File: src/rtl/regfile_sched_pkg.sv
// Shared types for the register-file write-port scheduler.
// Write sources, the write request bundle and hold-slot states.
package regfile_sched_pkg;

  localparam int RF_REG_W  = 5;
  localparam int RF_DATA_W = 64;

  typedef enum logic [1:0] {
    WB_NONE,
    WB_ALU,
    WB_HOLD,
    WB_LU
  } wb_src_e;

  typedef struct packed {
    logic                 valid;
    logic [RF_REG_W-1:0]  rd;
    logic [RF_DATA_W-1:0] data;
  } wb_req_t;

  typedef enum logic {
    HOLD_EMPTY,
    HOLD_FULL
  } hold_st_e;

endpackage

File: src/rtl/rf_scoreboard.sv
// Busy-register scoreboard for long-latency destinations.
// Gates issue on RAW/WAW hazards and on the outstanding-op limit.
module rf_scoreboard
  import regfile_sched_pkg::*;
#(
  parameter int REG_W    = RF_REG_W,
  parameter int MAX_LONG = 4
) (
  input  logic             clk,
  input  logic             reset,
  input  logic             issue_valid,
  input  logic [REG_W-1:0] issue_rs1,
  input  logic [REG_W-1:0] issue_rs2,
  input  logic             issue_use_rs1,
  input  logic             issue_use_rs2,
  input  logic [REG_W-1:0] issue_rd,
  input  logic             issue_long,
  output logic             issue_ready,
  input  logic             commit,
  input  logic [REG_W-1:0] commit_rd,
  output logic [31:0]      busy,
  output logic [3:0]       pending_cnt,
  output logic             sb_err
);

  logic        cap_full;
  logic        fire;
  logic        inc;
  logic        dec;
  logic [31:0] set_m;
  logic [31:0] clr_m;

  assign cap_full = (pending_cnt == 4'(MAX_LONG));

  assign issue_ready =
    !(issue_use_rs1 && busy[issue_rs1]) &&
    !(issue_use_rs2 && busy[issue_rs2]) &&
    !busy[issue_rd] &&
    !(issue_long && cap_full);

  assign fire = issue_valid && issue_ready && issue_long;
  assign inc  = fire;
  // Saturate so a stray commit cannot wrap the counter.
  assign dec  = commit && (pending_cnt != 4'd0);

  always_comb begin
    set_m = '0;
    clr_m = '0;
    if (fire)   set_m[issue_rd]  = 1'b1;
    if (commit) clr_m[commit_rd] = 1'b1;
  end

  always_ff @(posedge clk) begin
    if (!reset) begin
      busy        <= '0;
      pending_cnt <= '0;
      sb_err      <= 1'b0;
    end else begin
      busy <= (busy | set_m) & ~clr_m & ~32'd1;
      unique case ({inc, dec})
        2'b10:   pending_cnt <= pending_cnt + 4'd1;
        2'b01:   pending_cnt <= pending_cnt - 4'd1;
        default: pending_cnt <= pending_cnt;
      endcase
      if (commit && commit_rd != '0 &&
          !busy[commit_rd])
        sb_err <= 1'b1;
    end
  end

endmodule

File: src/rtl/regfile_wb_scheduler.sv
// Single write-port arbiter: ALU > held long result > long unit.
// Write-port outputs are registered; the regfile captures on negedge.
module regfile_wb_scheduler
  import regfile_sched_pkg::*;
#(
  parameter int REG_W    = RF_REG_W,
  parameter int DATA_W   = RF_DATA_W,
  parameter int MAX_LONG = 4
) (
  input  logic              clk,
  input  logic              reset,
  input  logic              issue_valid,
  input  logic [REG_W-1:0]  issue_rs1,
  input  logic [REG_W-1:0]  issue_rs2,
  input  logic              issue_use_rs1,
  input  logic              issue_use_rs2,
  input  logic [REG_W-1:0]  issue_rd,
  input  logic              issue_long,
  output logic              issue_ready,
  input  logic              alu_wb_valid,
  input  logic [REG_W-1:0]  alu_wb_rd,
  input  logic [DATA_W-1:0] alu_wb_data,
  input  logic              lu_wb_valid,
  input  logic [REG_W-1:0]  lu_wb_rd,
  input  logic [DATA_W-1:0] lu_wb_data,
  output logic              lu_wb_ready,
  output logic              RegWrite,
  output logic [REG_W-1:0]  Writeregister,
  output logic [DATA_W-1:0] Writedata,
  output logic [31:0]       busy,
  output logic [3:0]        pending_cnt,
  output logic              sb_err
);

  hold_st_e         hold_st;
  wb_req_t          hold_q;
  wb_src_e          sel;
  wb_req_t          pick;
  logic             hold_full;
  logic             lu_fire;
  logic             commit_q;
  logic [REG_W-1:0] commit_rd_q;

  assign hold_full   = (hold_st == HOLD_FULL);
  assign lu_wb_ready = !hold_full;
  assign lu_fire     = lu_wb_valid && !hold_full;

  always_comb begin
    sel = WB_NONE;
    unique case (1'b1)
      alu_wb_valid:               sel = WB_ALU;
      hold_full && !alu_wb_valid: sel = WB_HOLD;
      lu_fire && !alu_wb_valid:   sel = WB_LU;
      default:                    sel = WB_NONE;
    endcase
  end

  always_comb begin
    pick = '0;
    unique case (sel)
      WB_ALU:  pick = '{1'b1, alu_wb_rd, alu_wb_data};
      WB_HOLD: pick = hold_q;
      WB_LU:   pick = '{1'b1, lu_wb_rd, lu_wb_data};
      default: pick = '0;
    endcase
  end

  always_ff @(posedge clk) begin
    if (!reset) begin
      hold_st       <= HOLD_EMPTY;
      hold_q        <= '0;
      RegWrite      <= 1'b0;
      Writeregister <= '0;
      Writedata     <= '0;
      commit_q      <= 1'b0;
      commit_rd_q   <= '0;
    end else begin
      unique case (hold_st)
        HOLD_EMPTY:
          if (lu_fire && alu_wb_valid) begin
            hold_st <= HOLD_FULL;
            hold_q  <= '{1'b1, lu_wb_rd, lu_wb_data};
          end
        HOLD_FULL:
          if (!alu_wb_valid) begin
            hold_st      <= HOLD_EMPTY;
            hold_q.valid <= 1'b0;
          end
        default: hold_st <= HOLD_EMPTY;
      endcase
      RegWrite <= pick.valid && (pick.rd != '0);
      if (pick.valid) begin
        Writeregister <= pick.rd;
        Writedata     <= pick.data;
      end
      // Long results retire in the cycle their write is presented.
      commit_q    <= (sel == WB_HOLD) || (sel == WB_LU);
      commit_rd_q <= pick.rd;
    end
  end

  rf_scoreboard #(
    .REG_W    (REG_W),
    .MAX_LONG (MAX_LONG)
  ) u_sb (
    .clk           (clk),
    .reset         (reset),
    .issue_valid   (issue_valid),
    .issue_rs1     (issue_rs1),
    .issue_rs2     (issue_rs2),
    .issue_use_rs1 (issue_use_rs1),
    .issue_use_rs2 (issue_use_rs2),
    .issue_rd      (issue_rd),
    .issue_long    (issue_long),
    .issue_ready   (issue_ready),
    .commit        (commit_q),
    .commit_rd     (commit_rd_q),
    .busy          (busy),
    .pending_cnt   (pending_cnt),
    .sb_err        (sb_err)
  );

endmodule

File: config.mk
export PLATFORM = sky130hd
export DESIGN_NAME = regfile_wb_scheduler
export DESIGN_NICKNAME = d
export VERILOG_FILES = /design/src/rtl/regfile_sched_pkg.sv /design/src/rtl/rf_scoreboard.sv /design/src/rtl/regfile_wb_scheduler.sv
export SDC_FILE = /design/constraint.sdc
export NUM_CORES = 1
export LEC_CHECK = 0
export ABC_AREA = 1
export BUFFER_PORTS_ARGS = -buffer_cell sky130_fd_sc_hd__buf_2
export CAP_MARGIN = 15
export CORE_AREA = 3 3 146 148
export CTS_CLUSTER_SIZE = 25
export DETAILED_ROUTE_END_ITERATION = 12
export DIE_AREA = 0 0 149 151
export GPL_TIMING_DRIVEN = 1
export HOLD_SLACK_MARGIN = 0.03
export PLACE_DENSITY = 0.78
export SKIP_CTS_REPAIR_TIMING = 1
export SYNTH_ARGS = -nofsm -noshare
export SYNTH_HDL_FRONTEND = slang
export SYNTH_HIERARCHICAL = 1
export SYNTH_SLANG_ARGS = --single-unit
File: constraint.sdc
create_clock -name clk -period 3.77 [get_ports clk]
set_clock_uncertainty 0.1 [all_clocks]
set_input_delay 1.131 -clock clk [delete_from_list [all_inputs] [get_ports clk]]
set_output_delay 1.131 -clock clk [all_outputs]
set_load 0.01 [all_outputs]
==> After elaboration in Yosys (flattened, before gate mapping) <==
Index checks and enable logic that the tools add are counted.
{ "totals": {"regBits": 184, "inputBits": 161, "output_inout_bits": 109} }
{ "op_classes": {"n_addsub": 2, "magnitude_cmp": 6, "n_eq_ne": 8, "mux": 23, "bitwise_logic": 4, "reduce_logical": 32} }
{ "ops": {"columns": ["op", "n"], "rows": [
  ["70-bit case mux with 3 select lines", 1],
  ["70-bit 2-to-1 mux", 1],
  ["32-bit 2-to-1 mux", 2],
  ["32-bit bitwise AND", 1],
  ["32-bit inverter", 1],
  ["32-bit bitwise OR", 1],
  ["5-bit by 6-bit < comparator with 1-bit output (second input constant)", 4],
  ["1-bit binary-select mux with 5-bit select", 4],
  ["1-bit logical AND", 18],
  ["1-bit demux with 5-bit select", 2],
  ["5-bit by 1-bit >= comparator with 1-bit output (second input constant)", 2],
  ["5-bit nonzero test", 2],
  ["1-bit 2-to-1 mux", 9],
  ["4-bit case mux with 2 select lines", 1],
  ["1-bit zero test", 7],
  ["2-bit equality test (second input constant)", 3],
  ["2-bit case mux with 3 select lines", 1],
  ["4-bit by 1-bit adder with 4-bit output (second input constant)", 1],
  ["2-bit by 1-bit equality test with 1-bit output (second input constant)", 2],
  ["4-bit by 3-bit equality test with 1-bit output (second input constant)", 1],
  ["2-bit != test (second input constant)", 2],
  ["1-bit case mux with 2 select lines", 2],
  ["2-bit AND reduction", 2],
  ["4-bit nonzero test", 1],
  ["4 further kinds", 4]
]} }

==> Logic depth before layout (Yosys ltp) <==
{ "depth": {"depth_word": 12, "ltp_mapped": 25, "mapped_depth_nobuf": 23} }

==> Hierarchy <==
The synthesis kept the hierarchy.
{ "modules_own_cells": {"columns": ["module", "instances", "cells_per_inst", "area_per_inst_um2", "seq_area_each_um2"], "rows": [
  ["regfile_wb_scheduler", 1, 808, 6052.1, 2942.8],
  ["rf_scoreboard", 1, 558, 3123.0, 720.7]
]} }

==> Least setup slack after synthesis <==
No wires, ideal clock.
{ "synth_timing": {"path_kind": "input to register", "startpoint": "input issue_rd[0]", "endpoint": "register u_sb.pending_cnt[3]", "setup_ns": 0.119, "t_arrival_ns": 3.632, "slack_ns": -0.082, "cell_stages": 25, "n_path_buf": 3, "cell_sequence": "buf_2 nand2_2 buf_4 nor2_1 a21oi_1 nand2_1 nand2_1 nand2_1 inv_1 nand2_1 nor2_1 nand2_2 nor2_8 buf_6 nand2_1 ha_1 ha_1 nand2_1 nor2_1 a211oi_1 nor2_1 nor2_1 nand2_1 o21ai_0 a21oi_1"} }
{ "synth_between": {"elab_chain_len": 9} }
{ "synth_rtl": {"columns": ["item", "line", "rtl"], "rows": [
  ["start, declared", "regfile_wb_scheduler.sv:17", "input logic [REG_W-1:0] issue_rd,"],
  ["1-bit binary-select mux with 5-bit select *", "rf_scoreboard.sv:38", "!busy[issue_rd] &&"],
  ["1-bit 2-to-1 mux (implied by the code) *", "rf_scoreboard.sv:38", null],
  ["1-bit zero test *", "rf_scoreboard.sv:38", null],
  ["1-bit logical AND *", "rf_scoreboard.sv:37", "!(issue_use_rs2 && busy[issue_rs2]) &&"],
  ["1-bit logical AND *", "rf_scoreboard.sv:38", null],
  ["via issue_ready", "regfile_wb_scheduler.sv:19", "output logic issue_ready,"],
  ["1-bit logical AND * (2 in series)", "rf_scoreboard.sv:41", "assign fire = issue_valid && issue_ready && issue_long;"],
  ["2-bit by 1-bit equality test with 1-bit output or 2-bit equality test (tied branches)", "rf_scoreboard.sv:60", "unique case ({inc, dec})"],
  ["4-bit case mux with 2 select lines or 2-bit nonzero test (tied branches)", null, null],
  ["end signal, assigned", "rf_scoreboard.sv:61", "2'b10: pending_cnt <= pending_cnt + 4'd1;"],
  ["end signal, assigned", "rf_scoreboard.sv:62", "2'b01: pending_cnt <= pending_cnt - 4'd1;"],
  ["end signal, assigned", "rf_scoreboard.sv:63", "default: pending_cnt <= pending_cnt;"],
  ["end, declared", "rf_scoreboard.sv:22", "output logic [3:0] pending_cnt,"]
]} }
Mark *: on every way through the listed nets, which the timed path passes. The rest lies on a longest branch. The select of a mux whose other input is x is not followed.
A chain may end at the register's enable or synchronous reset.

==> Worst setup path in the final report <==
{ "layout_timing": {"startpoint": "input issue_rd[1]", "endpoint": "output issue_ready"} }
{ "layout_between": {"elab_chain_len": 5} }
{ "layout_rtl": {"columns": ["item", "line"], "rows": [
  ["1-bit binary-select mux with 5-bit select", "rf_scoreboard.sv:38"],
  ["1-bit 2-to-1 mux (implied by the code)", "rf_scoreboard.sv:38"],
  ["1-bit zero test", "rf_scoreboard.sv:38"],
  ["1-bit logical AND", "rf_scoreboard.sv:37"],
  ["1-bit logical AND", "rf_scoreboard.sv:38"],
  ["end, declared", "regfile_wb_scheduler.sv:19"]
]} }
Every way passes these cells. The select of a mux whose other input is x is not followed.

==> impl_metrics.csv <==
group,metric,value,unit
routing,routed-wl-met2,14.5,mm
clocking,clk_path_buf_depth,2,
power_and_ir_drop,leakagePower,0.00511,uW
synthesis,synth_xor_area_share,0.0955,%
clocking,clock_latency,0.44,ns
power_and_ir_drop,p_sw_share,30.8,%
critical_path,cp_max_fo,5,
synthesis,synth_area_leaders,"dfxtp_1 40%, a21oi_1 13%, o21ai_0 12%",
synthesis,post_synth_num_cell_types,34,
routing,post_drt_wl_per_cell,16.6,um
power_and_ir_drop,total_power,4690,uW
critical_path,cp_slowest_cell,"buf_4",
die,rows,52,
timing,finalSetupViolations,0,
job,cap_violations,0,
timing,hold_viol,0,
timing,min_period_over_period,97.5,%
die,dieArea,22500,um2
synthesis,syn_nets,1531,
layout,nets,1769,
timing,fmax,272,MHz
routing,firstDrtPassIters,7,
placement,place_congestion,1.08,
synthesis,yosysSeqAreaShare,39.9,%
critical_path,reg2reg_to,"u_sb/pending_cnt[3]",
global_routing,grt_pass1_wl,49.3,mm
global_routing,grt_pass1_vias,9365,
routing,vias_per_cell,5.43,
critical_path,crit_start,"issue_rd[1]",
die,die-height,151,um
critical_path,crit_cells,14,
critical_path,startpoint_type,"primary input",
layout,fill_cells,1975,
routing,met1_length,13.0,mm
critical_path,cp.arrival,2.45,ns
routing,dr.first_iter.drc_count,898,
critical_path,worstPathRequired,2.54,ns
synthesis,async_flop_share,0,%
critical_path,cp-endpoint,"issue_ready",
synthesis,synth-edff-count,0,
min_path,hp-class,"register to register",
critical_path,cp_cell_sequence,"buf_2, inv_4, nor2_1, buf_4, nand2_1, o211ai_1, nand2_1, inv_1, nor2_1, nand2_1, nor2_1, nand2_2, nor2_8, buf_6",
synthesis,synth.area.mux_share,0,%
power_and_ir_drop,peakVddDrop,295,uV
synthesis,synth_top_family_by_area,"compound AO/OA/AOI/OAI gates",
timing,drv_slew,0,
timing,relSlewSlack,49.1,%
global_routing,grt_max_degree,136,
critical_path,crit_family,"simple AND/OR/NAND/NOR gates",
placement,io_buffer_count,268,
clocking,path_clk_slew,0.07,ns
layout,syn_to_final_growth,24.3,%
critical_path,path_buf_inv,5,
die,die_w,149,um
synthesis,ys_ff_latch,183,
power_and_ir_drop,power_frac_comb,16.4,%
synthesis,synth_top_area_share,39.9,%
timing,final.min_clock_period,3.68,ns
clocking,cts_buffers,17,
synthesis,yosysTopAreaCell,"dfxtp_1",
critical_path,path_class,"primary input to output port",
global_routing,antenna_found_initial,4,
layout,drive_above_1_share,22.7,%
global_routing,grt_overflow_total,0,
synthesis,synthCells,1366,
routing,drcViolationCount,0,
power_and_ir_drop,p_seq_share,45.1,%
critical_path,max_stage_delay,0.16,ns
status,outcome,"finished, final reports clean",
synthesis,synth_compound_area_share,27.1,%
routing,routed_wl,31.3,mm
placement,dp_hpwl,22.6,mm
global_routing,grt_usage,27.3,%
synthesis,ys_warn_count,6,
critical_path,r2r_start,"u_sb/busy[9]",
clocking,cts.sinks,183,
critical_path,ff2ff_path_depth,23,
power_and_ir_drop,pwr-share-clk,38.6,%
routing,top_layer_used,"met5",
synthesis,syn-cell-area,9180,um2
critical_path,rrSetupSlack,0.77,ns
routing,dr_wl_met3,3.02,mm
clocking,cts-root-buf,"clkbuf_16",
clocking,cts_tree,"built",
power_and_ir_drop,p_int,3240,uW
synthesis,synth_simple_gate_area_share,20.6,%
power_and_ir_drop,switching_power,1450,uW
synthesis,synth_fa_ha_area_share,0.627,%
power_and_ir_drop,powerDensity,411,nW/um2
timing,rsz0062_at_grt,"false",
critical_path,end_kind,"output port",
die,ioPinCount,270,
timing,tightest_slew,0.760,ns
routing,ant_nets,0,
die,start_util,45.5,%
clocking,htreeDepth,4,
synthesis,synth_area_per_cell,6.72,um2
layout,postLayoutCoreUtil,56.5,%
synthesis,synthFlopType,"dfxtp_1",
die,core,20200,um2
routing,via_count,10300,
==> power groups by stage <==
stage / registers (uW) / clock network, uW / logic, uW
floorplan: 2180 / 0 / 431
global placement: 2160 / 0 / 734
detailed placement: 2160 / 0 / 747
CTS: 2110 / 1820 / 751
global route: 2130 / 1920 / 859
finish: 2110 / 1810 / 767
==> final cells by class <==
type                       instances  area [um2]  area share, %
multi-input combinational        932        4500           39.5
sequential                       183        3660           32.1
timing repair buffer             304        1670           14.7
inverter                         166         626           5.49
clock buffer                      17         425           3.73
tap                              270         338           2.96
clock inverter                    15         169           1.48
antenna                            4        10.0         0.0878
==> cell usage after synthesis, drive strengths merged (2+ instances only) <==
cell type / number
o21ai: 220
dfxtp: 183
clkbuf: 42
nor2: 94
nor3: 18
nand2: 233
nand3: 87
buf: 43
inv: 165
a21oi: 239
nand3b: 2
o211ai: 7
o22ai: 12
ha: 3
a31oi: 6
nand4: 4
==> metal layers <==
| metal | track usage (%) | vias up |
|---|---|---|
| met5 | 0 | - |
| met4 | 8.92 | 2 |
| met3 | 6.43 | 73 |
| met2 | 43.8 | 497 |
| met1 | 36.4 | 4689 |
| li1 | - | 5003 |
==> through the flow <==
stage	instances	TNS, ns	hold WS (ns)	area, um2	setup slack [ns]
4_1_cts	1884	0	0.349	11300	0.0205
3_5_place_dp	1852	-0.0385	0.337	10700	-0.0385
2_1_floorplan	1366	0	0.324	9200	0.00306
3_3_place_gp	1852	-0.00462	0.333	10700	-0.00462
6_report	1891	0	0.345	11400	0.0931
5_1_grt	1890	0	0.361	11400	0.00275
==> worst register-to-register path, delay by kind of cell, from the launching register on <==
kind	cells	cell delay, ns
AOI/OAI and AO/OA	3	0.37
adders and majority gates	2	0.52
buffers and inverters	3	0.40
DFF	1	0.37
and+or+nand+nor	15	1.11
==> cells by family (layout without fill, tap and decap cells) <==
logic type      Yosys count  after routing
flops                   183            183
simple gates            439            439
compound gates          487            487
other cells               1              5
xor+xnor                  1              1
buf+inv                 251            502
fa+ha+maj                 4              4
==> registers in the layout (all words and copies together) (netlist names) <==
register and flops:
u_sb/busy 31, u_sb/sb_err 1, Writedata 64, commit_rd_q 5, commit_q 1, Writeregister 5, hold_full 1, u_sb/pending_cnt 4
hold_q 70, RegWrite 1
==> cell usage in the layout, fill, tap and decap left out, types with 3 or more instances in the layout <==
master,synthesis,final
nor2_1,92,91
nand2_2,5,4
buf_2,26,265
inv_8,0,3
diode_2,0,4
nand2_1,228,227
a21oi_1,239,238
o211ai_1,7,7
clkbuf_16,0,17
nand3_2,9,8
clkinv_8,0,3
buf_12,0,4
dfxtp_1,183,183
inv_6,0,5
nand3_1,77,77
o21ai_0,218,218
nand4_1,4,4
o22ai_1,12,12
buf_4,5,34
a31oi_1,6,6
nor3_1,18,17
inv_2,7,7
inv_1,158,157
==> how the worst min path moves through the flow <==
stage	from	end	slack, ns	depth (start not counted)
2_1_floorplan	hold_q[40]	hold_q[40]	0.32	2
3_3_place_gp	hold_q[62]	hold_q[62]	0.33	2
3_5_place_dp	hold_q[5]	hold_q[5]	0.34	2
4_1_cts	hold_q[5]	hold_q[5]	0.35	2
5_1_grt	hold_q[58]	hold_q[58]	0.36	2
6_report	hold_q[5]	hold_q[5]	0.35	2
Power figures use the tool's default switching activity.
